==> config.mk <==
export PLATFORM = sky130hd
export DESIGN_NAME = spi_frame_buffer_flat
export DESIGN_NICKNAME = d
export VERILOG_FILES = /design/src/rtl/spi_frame_buffer_if.sv /design/src/rtl/spi_frame_buffer.sv /design/src/flat_wrapper.sv
export SDC_FILE = /design/constraint.sdc
export NUM_CORES = 1
export LEC_CHECK = 0
export CORE_MARGIN = 2
export CORE_UTILIZATION = 58
export DETAILED_ROUTE_END_ITERATION = 8
export PLACE_DENSITY = 0.77
export SLEW_MARGIN = 20
export SYNTH_ARGS = -nofsm -noshare
export SYNTH_HDL_FRONTEND = slang
export SYNTH_SLANG_ARGS = --single-unit
==> constraint.sdc <==
create_clock -name clk -period 11.4 [get_ports clk]
set_input_delay 1.14 -clock clk [delete_from_list [all_inputs] [get_ports clk]]
set_output_delay 1.14 -clock clk [all_outputs]
set_load 0.02 [all_outputs]
==> src/rtl/spi_frame_buffer_if.sv <==
// SPI pin bundle for the frame buffer: the master drives SCK/SSEL/MOSI, the slave drives MISO.
interface spi_frame_buffer_if;
  logic SCK;
  logic SSEL;
  logic MOSI;
  logic MISO;

  modport master (output SCK, output SSEL, output MOSI, input MISO);
  modport slave  (input SCK, input SSEL, input MOSI, output MISO);
endinterface

==> src/rtl/spi_frame_buffer.sv <==
// SPI-slave (mode 0) frame buffer: captures up to DEPTH words in one SSEL transaction,
// then returns the held frame word-for-word in a later transaction.
module spi_frame_buffer #(
  parameter int  DATA_W = 8,
  parameter int  DEPTH  = 64,
  localparam int LEN_W  = $clog2(DEPTH + 1)
) (
  input  logic              clk,
  input  logic              rst_n,
  spi_frame_buffer_if.slave spi,
  input  logic              clr_flags,
  output logic              frame_ready,
  output logic [LEN_W-1:0]  frame_len,
  output logic              busy,
  output logic              overflow,
  output logic              underrun
);
  localparam int ADDR_W = $clog2(DEPTH);
  localparam int CNT_W  = $clog2(DATA_W);
  localparam logic [CNT_W-1:0] LAST_BIT = CNT_W'(DATA_W - 1);
  localparam logic [LEN_W-1:0] FULL     = LEN_W'(DEPTH);

  typedef enum logic [1:0] {IDLE, RECEIVE, LOADED, TRANSMIT} stateT;
  stateT state, stateNext;

  logic [2:0]        sckPipe, sselPipe;
  logic [1:0]        mosiPipe;
  logic              sckRise, sckFall, sselFall, sselRise, sselLow;
  logic [DATA_W-1:0] mem [DEPTH];
  logic [DATA_W-2:0] rxShift;
  logic [DATA_W-1:0] rxWord, txShift;
  logic [CNT_W-1:0]  bitCnt;
  logic              bitLast;
  logic [LEN_W-1:0]  wrPtr, wrNext, rdPtr, rdNext, frameLen;
  logic              rxDone, txDone, setOvf, setUnd;

  // NOTE: sequential state uses non-blocking (<=) so every register samples pre-edge values.
  // SSEL stages reset low: a select already asserted at reset release never looks like a fresh fall.
  always_ff @(posedge clk or negedge rst_n) begin
    if (!rst_n) begin
      sckPipe  <= '0;
      sselPipe <= '0;
      mosiPipe <= '0;
    end else begin
      sckPipe  <= {sckPipe[1:0], spi.SCK};
      sselPipe <= {sselPipe[1:0], spi.SSEL};
      mosiPipe <= {mosiPipe[0], spi.MOSI};
    end
  end

  assign sckRise  =  sckPipe[1]  & ~sckPipe[2];
  assign sckFall  = ~sckPipe[1]  &  sckPipe[2];
  assign sselFall = ~sselPipe[1] &  sselPipe[2];
  assign sselRise =  sselPipe[1] & ~sselPipe[2];
  assign sselLow  = ~sselPipe[1];
  assign rxWord   = {rxShift, mosiPipe[1]};
  assign bitLast  = (bitCnt == LAST_BIT);

  always_ff @(posedge clk or negedge rst_n) begin
    if (!rst_n) state <= IDLE;
    else        state <= stateNext;
  end

  // NOTE: every always_comb output gets a default first, so no path can infer a latch.
  always_comb begin
    stateNext = state;
    rxDone    = 1'b0;
    txDone    = 1'b0;
    setOvf    = 1'b0;
    setUnd    = 1'b0;
    wrNext    = wrPtr;
    rdNext    = rdPtr;
    case (state)
      IDLE: if (sselFall) stateNext = RECEIVE;
      RECEIVE: begin
        rxDone = sckRise && bitLast;
        if (rxDone) wrNext = wrPtr + LEN_W'(1);
        // A word completing together with ssel_rise is counted before choosing the next state.
        if (wrNext == FULL)  stateNext = LOADED;
        else if (sselRise)   stateNext = (wrNext != '0) ? LOADED : IDLE;
      end
      LOADED: begin
        setOvf = sckRise && sselLow && bitLast;
        if (sselFall) stateNext = TRANSMIT;
      end
      TRANSMIT: begin
        txDone = sckFall && bitLast;
        if (txDone && (rdPtr < frameLen)) rdNext = rdPtr + LEN_W'(1);
        setUnd = txDone && (rdPtr >= frameLen);
        if (sselRise) stateNext = (rdNext >= frameLen) ? IDLE : LOADED;
      end
      default: stateNext = IDLE;
    endcase
  end

  always_ff @(posedge clk or negedge rst_n) begin
    if (!rst_n) begin
      wrPtr    <= '0;
      rdPtr    <= '0;
      bitCnt   <= '0;
      rxShift  <= '0;
      txShift  <= '0;
      frameLen <= '0;
      overflow <= 1'b0;
      underrun <= 1'b0;
    end else begin
      // Sets follow the clear so a coincident flag event wins over clr_flags.
      if (clr_flags) begin
        overflow <= 1'b0;
        underrun <= 1'b0;
      end
      if (setOvf) overflow <= 1'b1;
      if (setUnd) underrun <= 1'b1;

      case (state)
        IDLE: begin
          wrPtr  <= '0;
          bitCnt <= '0;
        end
        RECEIVE: begin
          wrPtr <= wrNext;
          if (sckRise) begin
            rxShift <= rxWord[DATA_W-2:0];
            bitCnt  <= bitLast ? '0 : bitCnt + CNT_W'(1);
          end
          if (stateNext == LOADED) begin
            frameLen <= wrNext;
            bitCnt   <= '0;
          end
        end
        LOADED: begin
          if (sckRise && sselLow) bitCnt <= bitLast ? '0 : bitCnt + CNT_W'(1);
          if (stateNext == TRANSMIT) begin
            rdPtr   <= '0;
            bitCnt  <= '0;
            txShift <= mem[0];
          end
        end
        TRANSMIT: begin
          rdPtr <= rdNext;
          if (sckFall) begin
            if (bitLast) begin
              bitCnt  <= '0;
              txShift <= (rdNext < frameLen) ? mem[rdNext[ADDR_W-1:0]] : '0;
            end else begin
              bitCnt  <= bitCnt + CNT_W'(1);
              txShift <= {txShift[DATA_W-2:0], 1'b0};
            end
          end
          if (stateNext != TRANSMIT) bitCnt   <= '0;
          if (stateNext == IDLE)     frameLen <= '0;
        end
        default: ;
      endcase
    end
  end

  // NOTE: frame storage has no reset; frame_len gates every read, so stale contents are never seen.
  always_ff @(posedge clk) begin
    if (rxDone) mem[wrPtr[ADDR_W-1:0]] <= rxWord;
  end

  assign busy        = (state == RECEIVE) || (state == TRANSMIT);
  assign frame_ready = (state == LOADED)  || (state == TRANSMIT);
  assign frame_len   = frameLen;
  assign spi.MISO    = (state == TRANSMIT) ? txShift[DATA_W-1] : 1'b0;
endmodule

==> src/flat_wrapper.sv <==
// flat-port wrapper written by rule: the top's interface ports become plain ports
module spi_frame_buffer_flat 
#(
  parameter int  DATA_W = 8,
  parameter int  DEPTH  = 64,
  localparam int LEN_W  = $clog2(DEPTH + 1)
)
  (clk, rst_n, clr_flags, frame_ready, frame_len, busy, overflow, underrun, spi_SCK, spi_SSEL, spi_MOSI, spi_MISO);
  spi_frame_buffer_if spi_i ();
  input  logic clk;
  input  logic rst_n;
  input  logic clr_flags;
  output logic frame_ready;
  output logic [LEN_W-1:0] frame_len;
  output logic busy;
  output logic overflow;
  output logic underrun;
  input wire logic [$bits(spi_i.SCK)-1:0] spi_SCK;
  input wire logic [$bits(spi_i.SSEL)-1:0] spi_SSEL;
  input wire logic [$bits(spi_i.MOSI)-1:0] spi_MOSI;
  output wire logic [$bits(spi_i.MISO)-1:0] spi_MISO;
  assign spi_i.SCK = spi_SCK;
  assign spi_i.SSEL = spi_SSEL;
  assign spi_i.MOSI = spi_MOSI;
  assign spi_MISO = spi_i.MISO;
  spi_frame_buffer #(.DATA_W(DATA_W), .DEPTH(DEPTH)) u_core (.clk(clk), .rst_n(rst_n), .spi(spi_i), .clr_flags(clr_flags), .frame_ready(frame_ready), .frame_len(frame_len), .busy(busy), .overflow(overflow), .underrun(underrun));
endmodule
* After elaboration in Yosys (flattened, before gate mapping)
Memories as Yosys holds them, arrays and structs flattened.
Index checks and enable logic that the tools add are counted.
** Cells by class
- Equal/unequal tests :: 15
- Mux-type cells :: 41
- $add $sub $neg :: 3
- Order comparisons :: 4
- Reduce and logical (&&, ||, !) cells :: 21
- Bitwise operators :: 8
** Operator list (number)
- 2-to-1 mux 7 bit :: 8
- one-hot mux 7 bit (2 select lines) :: 3
- 2-to-1 mux 8 bit :: 4
- 2-to-1 mux 3 bit :: 7
- one-hot mux 8 bit (2 select lines) :: 1
- adder 7 x 1 -> 7 bit, second input constant :: 2
- greater-or-equal comparator 7 bit :: 2
- less-than comparator 7 bit :: 2
- 2-to-1 mux 2 bit :: 7
- one-hot mux 3 bit (4 select lines) :: 1
- nonzero test 2 bit :: 5
- 2-to-1 mux 1 bit :: 9
- != test 3 x 1 -> 1 bit, second input constant :: 3
- AND reduction 3 bit :: 3
- == test 2 bit, second input constant :: 4
- != test 2 x 1 -> 1 bit, second input constant :: 4
- one-hot mux 2 bit (4 select lines) :: 1
- == test 7 bit, second input constant :: 1
- nonzero test 7 bit :: 1
- logical AND 1 bit :: 6
- AND 1 bit :: 4
- zero test 2 bit :: 2
- NOT 1 bit :: 4
- AND reduction 2 bit :: 2
- other kinds (5) :: 6
** Storage, ports and cells
- Memories kept :: 1
- Output and inout bits :: 12
- Register bits :: 51
- Memory bits (writable) :: 512
- Logic and storage cells :: 105
** Memories
- u_core.mem :: depth 64, width 8, read ports 2, clocked after Yosys merged registers in 0, write ports 1, line spi_frame_buffer.sv:29 : logic [DATA_W-1:0] mem [DEPTH];

* Logic depth before layout (Yosys ltp)
Gate-level depths: netlist of run 1.
- Depth after elaboration :: 13
- Gate-level depth with buffers :: 20

* Worst setup path after synthesis of run 1
Ideal clock, no wire load.
- Path type :: register -> register
- Start point :: reg u_core.rdPtr[0]
- End point :: reg u_core.txShift[6]
- Period minus slack after synthesis :: 4659 ps
- Setup time :: 95 ps
- Arrival time :: 4564 ps
- Buffers on the path :: 2
- Setup slack :: 6741 ps
- Cell stages (with the launch flop) :: 19
- Cell sequence :: dfrtp_1 > inv_1 > clkbuf_1 > clkbuf_1 > ha_1 > nand3b_1 > a21oi_2 > or3_1 > nor2_1 > nand4_1 > xor2_1 > clkinv_1 > ha_1 > a21o_1 > a211oi_1 > o211ai_1 > nor2_1 > o211ai_1 > o31ai_1
** Between the ends
- Longest elaborated chain between the ends :: 11
- Elaborated cells on any way between the ends :: 19
** Ends and longest elaborated chain
- from (decl) :: line spi_frame_buffer.sv:34 : logic [LEN_W-1:0] wrPtr, wrNext, rdPtr, rdNext, frameLen;
- from (signal assigned) :: line spi_frame_buffer.sv:140 : rdPtr <= rdNext;
- less-than comparator 7 bit :: line spi_frame_buffer.sv:88 : if (txDone && (rdPtr < frameLen)) rdNext = rdPtr + LEN_W'(1);
- logical AND 1 bit :: line spi_frame_buffer.sv:88
- 2-to-1 mux 7 bit :: line spi_frame_buffer.sv:88
- 2-to-1 mux 7 bit :: line spi_frame_buffer.sv:73 : case (state)
- greater-or-equal comparator 7 bit :: line spi_frame_buffer.sv:90 : if (sselRise) stateNext = (rdNext >= frameLen) ? IDLE : LOADED;
- 2-to-1 mux 2 bit (2 in a row) :: line spi_frame_buffer.sv:90
- one-hot mux 2 bit (4 select lines) :: line spi_frame_buffer.sv:73
- == test 2 bit :: line spi_frame_buffer.sv:133 : if (stateNext == TRANSMIT) begin
- != test 2 x 1 -> 1 bit (no source line)
- AND reduction 3 bit (no source line)
- to (signal assigned) :: line spi_frame_buffer.sv:136 : txShift <= mem[0];
- to (signal assigned) :: line spi_frame_buffer.sv:144 : txShift <= (rdNext < frameLen) ? mem[rdNext[ADDR_W-1:0]] : '0;
- to (signal assigned) :: line spi_frame_buffer.sv:147 : txShift <= {txShift[DATA_W-2:0], 1'b0};
- to (decl) :: line spi_frame_buffer.sv:31 : logic [DATA_W-1:0] rxWord, txShift;
Parallel ways exist; a longest one is shown, timed or not. The select of a mux whose other input is x is not followed.
A chain may end at the register's enable or synchronous reset.

* Final worst setup path of run 1
Ends and elaborated chain as after synthesis.

==> results.toml, run 1 <==
[clocking]
clkLatencyLatePin_ps = 670
clk_path_buf_depth = 3
cts_made_buffers = 56
cts_tree = "done"
clock-sinks = 563
htreeDepth = 2
cts-resized-gates = 0
cts-root-buf = "clkbuf_16"
hold_buffers = 0
cts_setup_buffers = 0
clk_pin_slew_ps = 60

[cells_and_area]
n_antenna_cell = 0
nets = 1876
final_cells = 2439
area_growth_pct = 9.87
drive_gt1_frac = 0.104

[sta]
clock_skew_ps = 55.7
fmax_ghz = 0.163
post-route-period-util = 0.538
hold-worst-slack_ps = 349
tns_ps = 0
period_needed_ps = 6140
worst_slew_pin_slew_ps = 1200
setup_slack_ps = 5260
setup_violations = 0
rsz0062_at_grt = "false"
maxSlewViolCount = 0
maxSlewHeadroom = 0.202
hold_violations = 0

[floorplan]
num_rows = 76
die_h_um = 212
start_util = 0.584
fp.dieW_um = 212
die_area_mm2 = 0.0448
ioPinCount = 18
core-area_mm2 = 0.0428

[drt]
drcViolationCount = 0
wl_per_cell_um = 30.2
drtIter0Drc = 2992
wirelength_um = 73600
via_count = 17300
viasPerCell = 7.11
drt-pass1-iter-count = 8
ant_nets = 0

[global_route]
antenna_found_initial = 2
overflow = 0
grt_pass1_vias = 16700
grt_usage = 0.330
grt_start_max_net_pins = 102
grt_pass1_wl_um = 107000

[critical_path]
reg2reg_depth = 16
cp_max_fo = 45
startpoint = "u_core.rdPtr[0]"
required_ps = 11920
cp.arrival_ps = 6650
path_class = "register to register"
endpoint_kind = "register"
start_kind = "register"
r2r_end = "u_core.txShift[6]"
timing.rr.start = "u_core.rdPtr[0]"
reg2reg_slack_ps = 5260

[min_path]
whs_endpoint = "u_core.sselPipe[1]"
hold_depth = 0
worstHoldStart = "u_core.sselPipe[0]"
min_path_type = "register to register"

[placed_design]
dp.cells = 2334
dp_hpwl_um = 44600
gp_congestion = 0.999
pre_cts_slack_ps = 5440
io_buffer_count = 17

[logic_synthesis]
synth.largest_area_cell = "edfxtp_1"
ys_seq_elements = 563
synth_ff_type = "edfxtp_1"
syn_area_mm2 = 0.0250
synth_most_common_cell = "edfxtp_1"
synth_top_area_frac = 0.615
ys_top_cells_by_count = "edfxtp_1 (512), nand2_1 (232), mux2i_1 (123)"
async_flop_share = 0.0906
syn_nets = 1889
synth.distinct_cells = 86
synth_seq_area_share = 0.666
ys_warn_count = 0
syn_avg_cell_area_um2 = 13.5
synthCells = 1859
yosys-top-cells-area = "edfxtp_1 (61%), dfrtp_1 (5.1%), mux2i_1 (4.9%)"
synth_edf_count = 512

[flow_run]
cap_violations = 0

[pwr]
ir_drop_v = 0.000160
leakagePower_uw = 0.00877
total_power_uw = 4670
powerDensity_mw_per_mm2 = 170

[run_status]
status = "finished, final reports clean"
[final cells by class]
class / count / area, µm²
Timing Repair Buffer: 50 / 413
Clock buffer: 75 / 1500
Fill cell: 3033 / 15300
Multi-Input combinational cell: 1150 / 7750
Clock inverter: 30 / 368
Inverter: 25 / 93.8
Tap cell: 546 / 683
Sequential cell: 563 / 16700
[where the power goes]
| group | total (µW) | switching (µW) | internal [µW] | leakage (µW) |
|---|---|---|---|---|
| registers | 2580 | 84.8 | 2490 | 0.00535 |
| logic | 230 | 198 | 32.3 | 0.00253 |
| clock network | 1860 | 796 | 1070 | 0.000896 |
[metrics by stage]
| stage | utilization | cell area [µm²] |
|---|---|---|
| detailed placement | 0.598 | 25600 |
| floorplan | - | 25000 |
| global placement | 0.598 | 25600 |
| global route | 0.642 | 27500 |
| finish | 0.642 | 27500 |
| CTS | 0.642 | 27500 |
[per-layer routing]
| metal | vias up | track usage | share of wire |
|---|---|---|---|
| li1 | 7210 | - | - |
| met1 | 8513 | 0.445 | 0.37 |
| met2 | 1334 | 0.498 | 0.45 |
| met3 | 280 | 0.0875 | 0.13 |
| met4 | 4 | 0.171 | 0.054 |
| met5 | - | 0 | 0.00031 |
[cells in the final DEF (no fill, tap or decap), types with 38 or more instances in the layout]
master,netlist,layout
nor3_1,40,40
o221ai_1,40,40
o21ai_0,59,59
nor2_1,118,115
a21oi_1,92,92
edfxtp_1,512,512
clkbuf_16,0,56
nand2_1,232,232
nand3_1,39,38
dfrtp_1,51,42
o22ai_1,67,67
mux2i_1,123,123
[kinds of logic after synthesis]
| family | synth area share |
|---|---|
| xor gates and xnor gates | 0.00765 |
| muxes | 0.0768 |
| buffers and inverters | 0.0278 |
| adders and majority gates | 0.0120 |
| AOI/OAI and AO/OA | 0.114 |
| and+or+nand+nor | 0.0957 |
| DFF | 0.666 |
[worst max path at each step]
stage / to / cells after the start
detailed placement: u_core.txShift[6] / 16
finish: u_core.txShift[6] / 16
CTS: u_core.txShift[6] / 16
floorplan: u_core.txShift[6] / 18
global route: u_core.txShift[6] / 16
global placement: u_core.txShift[6] / 16
[registers in the layout (all words and copies together), names as in the netlist]
name              count
u_core.rdPtr          7
u_core.underrun       1
u_core.state          2
u_core.wrPtr          7
u_core.txShift        8
u_core.bitCnt         3
u_core.sckPipe        3
u_core.frame_len      7
u_core.overflow       1
u_core.mem          512
u_core.rxShift        7
u_core.mosiPipe       2
u_core.sselPipe       3
[critical path: stages, from the launching register on]
cell,delay [ps]
dfrtp_4,830
inv_1,140
ha_1,230
nand3b_1,200
a21oi_2,730
or3_1,260
nor2_1,100
nand4_1,130
xor2_1,850
clkinv_1,580
ha_1,470
a21o_1,160
a211oi_1,240
o211ai_1,220
nor2_1,420
o211ai_1,150
o31ai_1,290
Power figures use the tool's default switching activity.
==> run 2: changes to the inputs <==
- clock period: 11.4 -> 6.1 ns (I/O delays scaled with it)
==> run 2 against run 1 <==
  * Flip-flop and latch count is the same
  * Cell count grew 0.57%
  * Hold slack lost 230 ps
  * Cell area grew 0.34%
  * Via count shrank 0.16%
  * Non-clock buffer count grew 19
  * Core utilization grew 0.22 points
  * Wire length grew 2.2%
==> results.toml, run 2 (same netlist as run 1, synthesis figures left out) <==
[run_status]
status = "finished, final reports clean"

[critical_path]
start_kind = "register"
path_class = "register to register"
cp_slowest_cell = "ha_1"
endpoint_kind = "register"
reg2reg_depth = 18
cp_cell_sequence = "buf_4 > ha_1 > a21oi_1 > a21oi_2 > buf_4 > or3_1 > nor2_1 > nand4_1 > xor2_1 > buf_4 > clkinv_1 > ha_1 > a21o_1 > a211oi_1 > o211ai_1 > nor2_1 > o211ai_1 > o31ai_1"
cp_max_fo = 13
timing.rr.start = "u_core.rdPtr[2]"
cp_common_cell = "buf_4"
cp.arrival_ps = 5660
reg2reg_slack_ps = 980
slowest_delay_ps = 440
required_ps = 6640
r2r_end = "u_core.txShift[6]"

[clocking]
cts-root-buf = "clkbuf_16"
cts_tree = "done"
clock-sinks = 563
cts_setup_buffers = 0
hold_buffers = 0
clk_pin_slew_ps = 70
clk_path_buf_depth = 3
htreeDepth = 2
cts-resized-gates = 0
cts_made_buffers = 55
clkLatencyLatePin_ps = 640

[sta]
period_needed_ps = 5120
setup_violations = 0
maxSlewHeadroom = 0.217
hold_violations = 0
rsz0062_at_grt = "false"
fmax_ghz = 0.195
post-route-period-util = 0.839
clock_skew_ps = 32.4
tns_ps = 0
worst_slew_pin_slew_ps = 1140
maxSlewViolCount = 0

[drt]
wirelength_um = 75200
drcViolationCount = 0
wl_per_cell_um = 30.7
viasPerCell = 7.06
via_count = 17300
ant_nets = 0
drtIter0Drc = 3054
drt-pass1-iter-count = 8

[pwr]
pwr-share-comb = 0.051
leakagePower_uw = 0.00885
total_power_uw = 8660
p_int_uw = 6650
powerDensity_mw_per_mm2 = 314
ir_drop_v = 0.000355
swShare = 0.231
seq_power_share = 0.555
p_switching_uw = 2000
clkPwrFrac = 0.394

[cells_and_area]
layout_commonest_cell = "edfxtp_1"
multi_input_area_mm2 = 0.00775
final_cells = 2453
final_cell_mix = "edfxtp_1 (512), nand2_1 (232), mux2i_1 (123)"
drive_gt1_frac = 0.113
regArea_mm2 = 0.0167
n_fill_cell = 3064
nets = 1894
largest_register_ffs = 512
finish.utilization = 0.644
area_growth_pct = 10.2

[placed_design]
dp.cells = 2353
io_buffer_count = 17
gp_congestion = 0.978
dp_hpwl_um = 46600

[floorplan]
fp.dieW_um = 212
ioPinCount = 18
die_h_um = 212
core-area_mm2 = 0.0428
start_util = 0.584
die_area_mm2 = 0.0448
num_rows = 76

[global_route]
antenna_found_initial = 1
grt_pass1_vias = 16700
grt_usage = 0.341
grt_start_max_net_pins = 67
grt_pass1_wl_um = 110000
overflow = 0

[min_path]
min_path_type = "primary input to asynchronous set/reset pin"

[flow_run]
cap_violations = 0
[run 2: cell types whose count changed in the layout (fill, tap and decap cells not counted), moves of 2 or more]
cell	previous run	this run
clkbuf_8	3	1
clkinv_2	4	6
clkinv_1	18	10
nor2_1	115	113
clkinv_16	3	1
clkbuf_1	16	18
buf_4	33	49
nor2_2	4	6
[run 2: worst max path at each step]
stage	startpoint	to	slack (ps)	depth (start not counted)
detailed placement	u_core.rdPtr[2]	u_core.txShift[6]	1170	18
CTS	u_core.rdPtr[2]	u_core.txShift[6]	1100	18
finish	u_core.rdPtr[2]	u_core.txShift[6]	980	18
global route	u_core.rdPtr[2]	u_core.txShift[6]	710	18
floorplan	u_core.rdPtr[0]	u_core.txShift[6]	1440	18
global placement	u_core.rdPtr[0]	u_core.txShift[3]	1140	12
[run 2: final cells by class]
type / count / share of cell area
Clock buffer: 74 / 0.0529
Clock inverter: 25 / 0.0113
Sequential cell: 563 / 0.605
Timing Repair Buffer: 69 / 0.0216
Multi-Input combinational cell: 1150 / 0.281
Antenna cell: 1 / 0.0000908
Tap cell: 546 / 0.0248
Inverter: 25 / 0.00340
[run 2: power groups by stage]
stage | registers [µW] | logic (µW) | clock network, µW
finish | 4810 | 441 | 3410
global route | 4820 | 474 | 3570
CTS | 4800 | 453 | 3410
detailed placement | 4880 | 449 | 0
global placement | 4870 | 430 | 0
floorplan | 4960 | 63.5 | 0
[run 2: critical path: cells and delay by family (launching register included)]
family                   cells  cell delay (ps)
flip-flops                   1              360
AND/OR/NAND/NOR              4             1320
adder cells (fa/ha/maj)      2              760
XOR/XNOR                     1              170
buffers and inverters        4              970
AO/OA/AOI/OAI                7             1440
[run 2: through the flow]
step	cell area, µm²	hold slack [ps]	setup slack (ps)
after floorplan	25000	314	1440
after global placement	25700	332	1140
after detailed placement	25800	342	1170
after CTS	27600	139	1100
after global routing	27600	178	710
final	27600	119	982
[run 2: routing by layer]
metal  global-route usage  part of all wire
met5                    0           0.00017
met3               0.0982              0.13
met4                0.160             0.050
met2                0.505              0.45
met1                0.470              0.37
